$ cat config.mk
export PLATFORM = sky130hd
export DESIGN_NAME = mem_arbiter
export DESIGN_NICKNAME = d
export VERILOG_FILES = /design/src/rtl/mem_arbiter.sv
export SDC_FILE = /design/constraint.sdc
export NUM_CORES = 1
export LEC_CHECK = 0
export ABC_AREA = 1
export ABC_CLOCK_PERIOD_IN_PS = 1890
export BUFFER_PORTS_ARGS = -buffer_cell sky130_fd_sc_hd__clkbuf_2
export CORE_UTILIZATION = 45
export DETAILED_ROUTE_END_ITERATION = 7
export PLACE_DENSITY = 0.83
export SLEW_MARGIN = 10
export SYNTH_ARGS = -nofsm -noshare
export SYNTH_HDL_FRONTEND = slang
export SYNTH_SLANG_ARGS = --single-unit
$ cat constraint.sdc
create_clock -name CLK -period 1.89 [get_ports CLK]
set_input_delay 0.378 -clock CLK [delete_from_list [all_inputs] [get_ports CLK]]
set_output_delay 0.378 -clock CLK [all_outputs]
set_load 0.005 [all_outputs]
$ cat src/rtl/mem_arbiter.sv
// Single-ported RAM arbiter between instruction fetch and data access.
// Data has priority; a starvation counter forces fetch progress and a watchdog flags a hung RAM.
module mem_arbiter #(
    parameter int STARVE_MAX = 4,
    parameter int TIMEOUT    = 64
) (
    input  logic        CLK,
    input  logic        RST,
    input  logic        iREN,
    input  logic [31:0] iaddr,
    output logic [31:0] iload,
    output logic        iwait,
    input  logic        dREN,
    input  logic        dWEN,
    input  logic [31:0] daddr,
    input  logic [31:0] dstore,
    output logic [31:0] dload,
    output logic        dwait,
    output logic        ramREN,
    output logic        ramWEN,
    output logic [31:0] ramaddr,
    output logic [31:0] ramstore,
    input  logic [31:0] ramload,
    input  logic        ram_ready,
    output logic        err
);

    localparam int SW = $clog2(STARVE_MAX + 1);
    localparam int TW = (TIMEOUT > 1) ? $clog2(TIMEOUT) : 1;

    typedef enum logic [1:0] {IDLE, IGNT, DGNT} state_t;

    state_t        state_q, state_d;
    logic [SW-1:0] starve_cnt_q, starve_cnt_d;
    logic [TW-1:0] tmo_cnt_q, tmo_cnt_d;
    logic          err_q, err_d;
    logic [31:0]   iload_q, iload_d;
    logic [31:0]   dload_q, dload_d;

    logic dreq;
    logic tmo_hit;
    logic starve_room;

    assign dreq        = dREN | dWEN;
    assign tmo_hit     = (tmo_cnt_q == TW'(TIMEOUT - 1));
    assign starve_room = (starve_cnt_q < SW'(STARVE_MAX));
    assign err         = err_q;

    always_comb begin
        state_d      = state_q;
        starve_cnt_d = starve_cnt_q;
        tmo_cnt_d    = tmo_cnt_q;
        err_d        = err_q;
        iload_d      = iload_q;
        dload_d      = dload_q;
        iload        = iload_q;
        dload        = dload_q;
        iwait        = 1'b1;
        dwait        = 1'b1;
        ramREN       = 1'b0;
        ramWEN       = 1'b0;
        ramaddr      = 32'h0;
        ramstore     = 32'h0;

        case (state_q)
            IDLE: begin
                if (!iREN) begin
                    starve_cnt_d = '0;
                end
                if (dreq && (!iREN || starve_room)) begin
                    state_d   = DGNT;
                    tmo_cnt_d = '0;
                end else if (iREN) begin
                    state_d      = IGNT;
                    tmo_cnt_d    = '0;
                    starve_cnt_d = '0;
                end
            end

            IGNT: begin
                // Strobe drops in the same cycle the requester abandons the fetch.
                ramREN  = iREN | ram_ready;
                ramaddr = iaddr;
                if (ram_ready) begin
                    iwait   = 1'b0;
                    iload   = ramload;
                    iload_d = ramload;
                    state_d = IDLE;
                end else if (!iREN) begin
                    state_d = IDLE;
                end else if (tmo_hit) begin
                    err_d   = 1'b1;
                    state_d = IDLE;
                end else begin
                    tmo_cnt_d = tmo_cnt_q + TW'(1);
                end
            end

            DGNT: begin
                ramaddr = daddr;
                if (dWEN) begin
                    ramWEN   = 1'b1;
                    ramstore = dstore;
                end else begin
                    ramREN = dREN | ram_ready;
                end
                if (ram_ready) begin
                    dwait = 1'b0;
                    if (!dWEN) begin
                        dload   = ramload;
                        dload_d = ramload;
                    end
                    if (iREN && starve_room) begin
                        starve_cnt_d = starve_cnt_q + SW'(1);
                    end
                    state_d = IDLE;
                end else if (!dreq) begin
                    state_d = IDLE;
                end else if (tmo_hit) begin
                    err_d   = 1'b1;
                    state_d = IDLE;
                end else begin
                    tmo_cnt_d = tmo_cnt_q + TW'(1);
                end
            end

            default: state_d = IDLE;
        endcase

        // A reset cycle never completes a transaction nor drives the RAM.
        if (RST) begin
            iload    = iload_q;
            dload    = dload_q;
            iwait    = 1'b1;
            dwait    = 1'b1;
            ramREN   = 1'b0;
            ramWEN   = 1'b0;
            ramaddr  = 32'h0;
            ramstore = 32'h0;
        end
    end

    always_ff @(posedge CLK) begin
        if (RST) begin
            state_q      <= IDLE;
            starve_cnt_q <= '0;
            tmo_cnt_q    <= '0;
            err_q        <= 1'b0;
            iload_q      <= 32'h0;
            dload_q      <= 32'h0;
        end else begin
            state_q      <= state_d;
            starve_cnt_q <= starve_cnt_d;
            tmo_cnt_q    <= tmo_cnt_d;
            err_q        <= err_d;
            iload_q      <= iload_d;
            dload_q      <= dload_d;
        end
    end

endmodule

==> reports/summary.txt <==
Chip Width -> 104 microns
crit path launch -> state_q[0]
total gr overflow -> 0
most frequent cells in the layout -> clkbuf_2, nand2_1, nor2_1
endpoint class of the critical path -> output pin
crit start category -> flip-flop
final routed DRC violation total -> 0
synthesized area per cell -> 6.38 sq um
total negative slack for setup checks -> -33.24 ns
Reg-to-Reg Start -> state_q[0]
Initial Utilization -> 46.9%
share of synthesized area occupied by flip-flops and latches -> 32.7%
maximum number of pins on one net before global-route repair -> 72
cell depth of the worst flop-to-flop path -> 11
number of global-route vias before repair -> 5,683
final weighted congestion in routability-driven placement -> 0.812
setup skew after layout -> 0.00980 ns
iteration count of the initial detailed-routing pass -> 5
CTS Buf Count -> 9
nets in the synthesized netlist -> 869
CTS tree -> built
final setup vio count -> 131
FF-to-FF End -> tmo_cnt_q[3]
initial drt markers -> 613
Synth Warn # -> 0
minimum period implied by the final worst setup slack -> 2.27 ns
overall die height -> 104 microns
Slew Viols, Final -> 0
timing endpoint of the critical path -> dload[0]
RSZ-0062 raised after global routing -> true
Crit Path Max Fanout -> 8
max capacitance violation total -> 0
number of fillers in the final layout -> 590
number of antenna violations at the first check in global routing -> 0
clock-pin slew on the worst setup and hold paths -> 0.09 ns
clock insertion delay at the later pin of the skew report -> 0.36 ns
total global routing track utilization -> 31.0%
Register Area -> 1530 sq um
via density per instance -> 5.49
root buffer cell -> clkbuf_8
ant diodes -> 0
Hold WC Path Type -> in -> reg
P per Cell Area -> 559 nW/um^2
fin area -> 7970 sq um
worst max-slew margin expressed relative to the limit -> 77.1%
total wire length after detailed routing -> 20.5 mm
post-synthesis sequential element count -> 76
failing checks -> setup timing
cell area after synthesis -> 4650 sq um
nets -> 1,179
placeable core region -> 9910 sq um
wire length per cell after detailed routing -> 17.4 microns
first-pass GRT wire length -> 27.1 mm
Achievable Freq -> 440 MHz
count of endpoints failing hold in the final timing report -> 0
Clock Path Buffers -> 2
share of the clock period used by the worst path -> 120%
placed wire-length estimate -> 10.5 mm
H-tree lvl count -> 3
most common library cell in the layout ignoring fill and taps -> clkbuf_2
port bufs -> 266
number of standard-cell rows in the floorplan -> 36
fraction of layout cells with a size suffix above 1 -> 52.3%
data required time at the worst endpoint -> 1.51 ns
total chip power -> 4.45 mW
kind of critical path -> reg -> out
maximum vdd ir drop -> 0.680 mV
slew of the pin with the lowest slew margin -> 0.343 ns
worst endpoint data arrival time -> 1.90 ns
count of clock tree sinks -> 76
number of standard cells after synthesis -> 729
Min Hold Slack -> 0.283 ns
relative area change from synthesis to final layout -> 71.4%
minimum setup slack in the final design -> -0.383 ns
Static Leakage -> 3.85 nW
internal reg-to-reg setup slack -> 0.07 ns
area after detailed placement -> 6360 sq um
full die area -> 10,700 sq um
number of library cell types mapped by synthesis -> 26
total area of multi-input combinational cells -> 3420 sq um
IO Count -> 267
via count of the routed design -> 6,453
Place WS -> -0.0792 ns
Routed Antenna Nets -> 0
outcome -> finished with violations
kinds of logic after synthesis:
group | Yosys count | synth area share [%]
compound gates | 173 | 18.9
simple gates | 373 | 36.4
buf+inv | 99 | 9.93
fa+ha+maj | 6 | 1.62
flops | 76 | 32.7
xor+xnor | 2 | 0.377
synth_stat cells, drive strengths merged:
| cell | instances | area (sq um) |
|---|---|---|
| buf | 23 | 174 |
| nor2 | 179 | 910 |
| xor2 | 2 | 17.5 |
| dfxtp | 76 | 1520 |
| nand2 | 179 | 692 |
| inv | 58 | 220 |
| nand3 | 13 | 80.1 |
| o21ai | 129 | 646 |
| ha | 6 | 75.1 |
| o21bai | 1 | 7.51 |
| clkbuf | 18 | 67.6 |
| a21oi | 42 | 210 |
| a41oi | 1 | 16.3 |
| nor3 | 1 | 5.00 |
| nand4 | 1 | 6.26 |
flip-flops by register name, summed over array words and instances (netlist names):
name and count:
starve_cnt_q 3, iload_q 32, tmo_cnt_q 6, dload_q 32, err 1, state_q 2
critical path, cell delays in order, from the launching register on:
cell and delay [ns]:
dfxtp_2 0.34, inv_4 0.08, ha_4 0.17, nand2_4 0.06, nor2_4 0.11, buf_12 0.18, clkbuf_16 0.16, o21ai_2 0.06
o21ai_1 0.21, buf_2 0.16
repair_timing:
item / in CTS / in global routing
hold buffers: 0 / 0
setup endpoints to repair: 131 / 138
setup buffers: 10 / 4
cloned: 11 / 8
gates resized for setup: 173 / 193
hold endpoints to repair: 0 / 0
pin swaps: 9 / 44
cell type report:
| cell class | instances | area share, % |
|---|---|---|
| Clock buffer | 10 | 1.73 |
| Sequential cell | 76 | 19.2 |
| Tap cell | 133 | 2.09 |
| Timing Repair Buffer | 336 | 29.0 |
| Clock inverter | 5 | 1.07 |
| Multi-Input combinational cell | 554 | 42.9 |
| Timing Repair inverter | 4 | 0.691 |
| Inverter | 58 | 3.38 |
how the worst min path moves through the flow:
stage / startpoint / endpoint / depth (start not counted)
finish: ramload[10] / dload_q[10] / 3
global route: ramload[17] / dload_q[17] / 3
CTS: ramload[30] / dload_q[30] / 3
detailed placement: starve_cnt_q[1] / starve_cnt_q[1] / 2
global placement: starve_cnt_q[1] / starve_cnt_q[1] / 2
floorplan: starve_cnt_q[1] / starve_cnt_q[1] / 2
report_power, final:
group / total, mW / internal [mW] / switching, mW
clock: 1.46 / 0.781 / 0.680
combinational: 1.27 / 0.555 / 0.711
sequential: 1.72 / 1.67 / 0.0566
total: 4.45 / 3.00 / 1.45
layer usage:
metal / up-vias / part of all wire, % / track usage (%)
met5: - / 0 / 0
met4: 0 / 4.5 / 10.8
met3: 99 / 9.8 / 6.48
met2: 432 / 50 / 55.1
met1: 2961 / 36 / 36.7
li1: 2961 / - / -
stage by stage:
step	instances	util [%]
CTS	1166	73.7
finish	1176	80.4
floorplan	729	-
detailed placement	1131	64.2
global placement	1131	64.2
global route	1176	80.4
Note: power is estimated with default switching activity, not from simulation.
